--- src/rtl/i2c_slave_rx.sv ---
// rtl/i2c_slave_rx.sv - receive-only I2C slave: synchronizes SCL/SDA, ACKs its
// address and every data byte, and strobes each received byte out.
module i2c_slave_rx #(
  parameter logic [6:0] SLAVE_ADDR  = 7'h50,
  parameter int         SYNC_STAGES = 2
) (
  input  logic       pclk,
  input  logic       preset,
  input  logic       scl_i,
  input  logic       sda_i,
  output logic       sda_oe,
  output logic [7:0] data_slave_read,
  output logic       data_slave_read_valid,
  output logic       start,
  output logic       stop,
  output logic       addr_match,
  output logic       busy
);

  typedef enum logic [2:0] {
    IDLE,
    ADDR,
    ADDR_ACK,
    DATA,
    DATA_ACK,
    IGNORE
  } state_t;

  state_t state_q, state_d;

  logic [SYNC_STAGES-1:0] scl_sync, sda_sync;
  logic                   scl_prev, sda_prev;
  logic                   scl_s, sda_s;
  logic                   scl_rise, scl_fall, sda_rise, sda_fall;
  logic                   start_cond, stop_cond;

  logic [7:0] shift_q, shift_d;
  logic [2:0] bit_cnt_q, bit_cnt_d;
  logic       byte_full_q, byte_full_d;
  logic       sda_oe_d, addr_match_d, busy_d;
  logic [7:0] data_d;
  logic       valid_d, start_d, stop_d;

  // Synchronizers reset to 1 so an idle bus is seen during and after reset.
  always_ff @(posedge pclk or negedge preset) begin
    if (!preset) begin
      scl_sync <= '1;
      sda_sync <= '1;
      scl_prev <= 1'b1;
      sda_prev <= 1'b1;
    end else begin
      scl_sync <= {scl_sync[SYNC_STAGES-2:0], scl_i};
      sda_sync <= {sda_sync[SYNC_STAGES-2:0], sda_i};
      scl_prev <= scl_sync[SYNC_STAGES-1];
      sda_prev <= sda_sync[SYNC_STAGES-1];
    end
  end

  assign scl_s      = scl_sync[SYNC_STAGES-1];
  assign sda_s      = sda_sync[SYNC_STAGES-1];
  assign scl_rise   = scl_s & ~scl_prev;
  assign scl_fall   = ~scl_s & scl_prev;
  assign sda_rise   = sda_s & ~sda_prev;
  assign sda_fall   = ~sda_s & sda_prev;
  assign start_cond = sda_fall & scl_s;
  assign stop_cond  = sda_rise & scl_s;

  always_ff @(posedge pclk or negedge preset) begin
    if (!preset) begin
      state_q               <= IDLE;
      shift_q               <= 8'h00;
      bit_cnt_q             <= 3'd0;
      byte_full_q           <= 1'b0;
      sda_oe                <= 1'b0;
      addr_match            <= 1'b0;
      busy                  <= 1'b0;
      data_slave_read       <= 8'h00;
      data_slave_read_valid <= 1'b0;
      start                 <= 1'b0;
      stop                  <= 1'b0;
    end else begin
      state_q               <= state_d;
      shift_q               <= shift_d;
      bit_cnt_q             <= bit_cnt_d;
      byte_full_q           <= byte_full_d;
      sda_oe                <= sda_oe_d;
      addr_match            <= addr_match_d;
      busy                  <= busy_d;
      data_slave_read       <= data_d;
      data_slave_read_valid <= valid_d;
      start                 <= start_d;
      stop                  <= stop_d;
    end
  end

  // byte_full marks "8 bits sampled, waiting for the SCL fall that opens the ACK slot".
  always_comb begin
    state_d      = state_q;
    shift_d      = shift_q;
    bit_cnt_d    = bit_cnt_q;
    byte_full_d  = byte_full_q;
    sda_oe_d     = sda_oe;
    addr_match_d = addr_match;
    busy_d       = busy;
    data_d       = data_slave_read;
    valid_d      = 1'b0;
    start_d      = 1'b0;
    stop_d       = 1'b0;

    if (start_cond) begin
      start_d      = 1'b1;
      busy_d       = 1'b1;
      addr_match_d = 1'b0;
      bit_cnt_d    = 3'd0;
      byte_full_d  = 1'b0;
      state_d      = ADDR;
    end else if (stop_cond) begin
      stop_d       = 1'b1;
      busy_d       = 1'b0;
      addr_match_d = 1'b0;
      sda_oe_d     = 1'b0;
      byte_full_d  = 1'b0;
      state_d      = IDLE;
    end else begin
      case (state_q)
        IDLE: ;
        ADDR: begin
          if (scl_rise && !byte_full_q) begin
            shift_d   = {shift_q[6:0], sda_s};
            bit_cnt_d = bit_cnt_q + 3'd1;
            if (bit_cnt_q == 3'd7) byte_full_d = 1'b1;
          end else if (scl_fall && byte_full_q) begin
            byte_full_d = 1'b0;
            if (shift_q[7:1] == SLAVE_ADDR && !shift_q[0]) begin
              sda_oe_d     = 1'b1;
              addr_match_d = 1'b1;
              state_d      = ADDR_ACK;
            end else begin
              state_d = IGNORE;
            end
          end
        end
        ADDR_ACK, DATA_ACK: begin
          if (scl_fall) begin
            sda_oe_d  = 1'b0;
            bit_cnt_d = 3'd0;
            state_d   = DATA;
          end
        end
        DATA: begin
          if (scl_rise && !byte_full_q) begin
            shift_d   = {shift_q[6:0], sda_s};
            bit_cnt_d = bit_cnt_q + 3'd1;
            if (bit_cnt_q == 3'd7) begin
              byte_full_d = 1'b1;
              data_d      = {shift_q[6:0], sda_s};
              valid_d     = 1'b1;
            end
          end else if (scl_fall && byte_full_q) begin
            byte_full_d = 1'b0;
            sda_oe_d    = 1'b1;
            state_d     = DATA_ACK;
          end
        end
        IGNORE: sda_oe_d = 1'b0;
        default: state_d = IDLE;
      endcase
    end
  end

endmodule
--- config.mk ---
export PLATFORM = sky130hd
export DESIGN_NAME = i2c_slave_rx
export DESIGN_NICKNAME = d
export VERILOG_FILES = /design/src/rtl/i2c_slave_rx.sv
export SDC_FILE = /design/constraint.sdc
export NUM_CORES = 1
export LEC_CHECK = 0
export BUFFER_PORTS_ARGS = -buffer_cell sky130_fd_sc_hd__buf_2
export CORE_MARGIN = 2
export CORE_UTILIZATION = 61
export DETAILED_ROUTE_END_ITERATION = 8
export GPL_TIMING_DRIVEN = 0
export PLACE_DENSITY = 0.83
export RECOVER_POWER = 25
export SKIP_CTS_REPAIR_TIMING = 1
export SLEW_MARGIN = 15
export SYNTH_ARGS = -nofsm -noshare
export SYNTH_HDL_FRONTEND = slang
export SYNTH_SLANG_ARGS = --single-unit
--- constraint.sdc ---
create_clock -name pclk -period 5.3 [get_ports pclk]
set_input_delay 0.53 -clock pclk [delete_from_list [all_inputs] [get_ports pclk]]
set_output_delay 0.53 -clock pclk [all_outputs]
set_load 0.05 [all_outputs]
Yosys cells after proc, flatten, opt, wreduce, memory -nomap -nowiden. Cells that the tools add are included.

Register bits after elaboration: 35. Bits of input ports: 4. Output and inout bits: 14. Logic and storage cells: 117.

Add/sub/neg operators: 1. Eq/ne operators: 24. Multiplexer cells: 41. Bitwise gates (word level): 12. Reduce and logical (&&, ||, !) cells: 24.

Operators by type and width (number): 3-bit 2-to-1 mux (12); 1-bit 2-to-1 mux (26); 3-bit inequality test, second input constant (8); 4-bit inequality test, second input constant (5); 3-bit nonzero test (5); 3-bit case mux with 4 select lines (1); 4-bit AND reduction (3); 3-bit == test, second input constant (3); 8-bit AND reduction (1); 7-bit == test, second input constant (1); 1-bit AND (6); 3-bit by 2-bit == test with 1-bit output, second input constant (2); 3-bit by 1-bit inequality test with 1-bit output, second input constant (2); 1-bit inverter (6); 3-bit case mux with 2 select lines (1); 6-bit AND reduction (1); 2-bit OR reduction (3); 5-bit AND reduction (1); 5-bit nonzero test (1); 4-bit by 3-bit inequality test with 1-bit output, second input constant (1); 1-bit case mux with 4 select lines (1); 4-bit nonzero test (1); 3-bit by 1-bit adder with 3-bit output, second input constant (1); 3-bit by 1-bit == test with 1-bit output, second input constant (1); other kinds (6) (9).

Longest topological paths before layout.
Word-level depth: 8. Mapped depth: 7. Depth with buffers taken out: 5.

Worst setup path before layout. No wires, ideal clock.

Path kind: reg-to-reg. Start point: register state_q[2]. End point: register data_slave_read[0]. Library setup time: 0.125 ns. Arrival time: 2.098 ns. Data required time: 5.175 ns. Setup slack: 3.076 ns. Stages on the path, launching flop included: 7. Buffers on the path: 2. Period minus slack after synthesis: 2.224 ns. Cells stage by stage: dfrtp_1 or4b_1 or3_1 buf_6 or2_1 buf_6 mux2_4.

Word-level cells in the longest chain between the ends: 2.

RTL lines: start, declared (RTL line 29) `state_t state_q, state_d;`; start signal, assigned (RTL line 82) `state_q <= state_d;`; 3-bit by 2-bit == test with 1-bit output (RTL line 125) `case (state_q)`; 5-bit AND reduction (no source line); end signal, assigned (RTL line 89) `data_slave_read <= data_d;`; end, declared (RTL line 12) `output logic [7:0] data_slave_read,`.

No other way between the ends. A chain may end at the register's enable or synchronous reset.

Final worst setup path.
Start point: register state_q[2]. End point: register data_slave_read[7].

Same word-level chain as after synthesis.

==> results.md <==
* CTS tree: yes
* Sink count of the clock tree at 35
* Fin nets at 155
* RD Place Congestion at 0.882
* Register area share after synthesis at 0.559
* Port Buf Inserts at 17
* 1st-pass router iterations at 4
* Path type of the worst min-delay path: in2reg
* #FFs+latches synth at 35
* Clock latency on the worst-skew pair at about 340 ps
* First-pass GRT wire length at approximately 5000 um
* Fillers at between 150 and 200
* Final Hold Violating Endpoints at 0
* Leakage power at 0.918 nW
* Vias at 1065
* Synth warnings at 0
* Fmax at 0.413 GHz
* Synth top area share at 0.460
* Antenna violations before repair at 0
* Worst path required time at ~5500 ps
* Fraction of the cycle the final worst path needs at 0.457
* Slew margin rel. at -0.210
* WP data arrival at ~2600 ps
* Setup violators final at 0
* Max Slew Vio Count at 36
* Status: complete, but fails checks
* Type of the worst setup path: reg2reg
* Post-synth EDFFs at 0
* Die H at 54.9 um
* Reg2Reg Setup Slack at 2880 ps
* Io pins at 18
* Row cnt at 18
* Hold path endpoint: scl_sync[0]
* Core ar. at 2450 um2
* Cells after synthesis at 125
* Final min period at 2420 ps
* Initial DRC Count at 24
* Htree depth at 2
* Worst Setup Slack, final at approximately 2900 ps
* Crit path max fanout at 10
* Vias in the first global route at 1044
* R2R depth at 6
* Main area contributors after synthesis: dfrtp_1, dfstp_2, mux2_4
* Initial Util at 0.643
* Distinct cells, synth at 38
* CTS clk-pin slew, worst paths at approximately 110 ps
* WHS Path Cells at 1
* Most used DFF post-synth: dfrtp_1
* Worst R2R End: data_slave_read[7]
* Most common cell after layout, fill and taps aside: dfrtp_1
* Kind of end point of the critical path: flop
* Final instance area at 1760 um2
* Worst-Margin Slew at 1810 ps
* Die area at ~3000 um2
* Setup WS pre-CTS at 2950 ps
* Syn avg cell area at 12.6 um2
* Detail Placement HPWL at around 2000 um
* Post-Syn Area at between 1500 and 2000 um2
* R2R Path Start: state_q[2]
* DRT Wirelength at 2990 um
* Share of cells above drive strength 1 at 0.340
* Fin Clk Skew at around 16 ps
* Number of buffers created by CTS at 5
* Total GRT Usage at 0.247
* VDD IR max at 344 uV
* Syn_nets at 131
* # DRC at 0
* Avg Vias per Cell at 5.92
* Area grow syn2layout at 11.5%
* Most frequent cells in the layout: dfrtp_1, buf_2, inv_1, mux2_2, mux2_4
* P per Cell Area at 389 nW/um2
* Drt wl/cell at 16.6 um
* Clock buffer depth at 2
* Failing checks: max-capacitance violations, max-slew violations
* ANT nets after route at 0
* Die X-Extent at 54.9 um
* Largest net degree at the start of global routing at 36
* Setup tns final at 0 ps
* Total global routing overflow at 0
* Crit start category: flop
* Unrepaired setup endpoints after global routing: false
* Max Cap Viol at 1
* DP Area at 1700 um2
* Cell taking the most area after synthesis: dfrtp_1
* Fraction of registers with async set/reset at 1.00
* ANT cells at 0
* Hold Crit Start: scl_i
* Clk root buf: clkbuf_4
## per-stage QoR
stage               total power [mW]  utilization  std cells  hold WS (ps)
floorplan                      0.482            -        125           234
global placement               0.518        0.693        172           346
detailed placement             0.535        0.693        172           347
CTS                            0.686        0.718        180           257
global route                   0.724        0.717        180           257
finish                         0.685        0.717        180           288
## power by group
part	total, mW	switching (mW)	internal, mW
Combinational	0.182	0.0988	0.0835
Clock	0.154	0.0892	0.0643
Sequential	0.349	0.0423	0.307
Total	0.685	0.230	0.455
## cell type report
cell class              instances  area, um2  area share
plain buffers                   6       37.5      0.0213
well taps                      30       37.5      0.0213
clock inverters                 1       5.00     0.00284
clock buffers                   7       55.1      0.0313
repair buffers                 17       83.8      0.0476
multi-input cells              75        624       0.355
inverters                       9       33.8      0.0192
flip-flops and latches         35        883       0.502
## layer usage
metal | vias to the layer above | wire length, um | GRT usage
li1 | 489 | - | -
met1 | 533 | 1270 | 0.315
met2 | 36 | 1510 | 0.387
met3 | 7 | 162 | 0.0902
met4 | 0 | 51 | 0.0875
met5 | - | 0 | 0
## cell usage after synthesis, drive strengths merged (2+ instances only)
library cell,count
ha,2
buf,2
o21ai,4
nor2b,2
mux2,17
nand2,5
xor2,2
o41ai,2
inv,9
mux2i,2
dfstp,6
a21o,3
dfrtp,29
nor2,3
or2,3
clkbuf,4
and2,2
a2111oi,2
a21oi,7
nor3b,3
## critical path, cell delays in order (launching register included)
cell	delay, ps
dfrtp_1	480
or4b_1	580
or3_1	380
buf_6	150
or2_1	240
buf_6	160
mux2_4	300
## logic make-up after synthesis
group / count (synthesis) / synth area share
flip-flops: 35 / 0.559
AND/OR/NAND/NOR: 29 / 0.117
AO/OA/AOI/OAI: 23 / 0.0983
multiplexers: 19 / 0.153
buffers and inverters: 15 / 0.0452
XOR/XNOR: 2 / 0.0111
adder cells (fa/ha/maj): 2 / 0.0158
## flip-flops by register name, summed over array words and instances, names as in the netlist
name / count
data_slave_read: 8
scl_prev: 1
sda_sync: 2
shift_q: 8
sda_oe: 1
scl_sync: 2
start: 1
state_q: 3
bit_cnt_q: 3
busy: 1
stop: 1
sda_prev: 1
data_slave_read_valid: 1
addr_match: 1
byte_full_q: 1
## how the worst max path moves through the flow
stage           startpoint                 end
2_1_floorplan   state_q[2]  data_slave_read[0]
3_3_place_gp    state_q[2]  data_slave_read[0]
3_5_place_dp    state_q[2]  data_slave_read[7]
4_1_cts         state_q[2]  data_slave_read[7]
5_1_grt        scl_sync[1]          addr_match
6_report        state_q[2]  data_slave_read[7]
No activity file was read; power rests on OpenSTA's default activity.
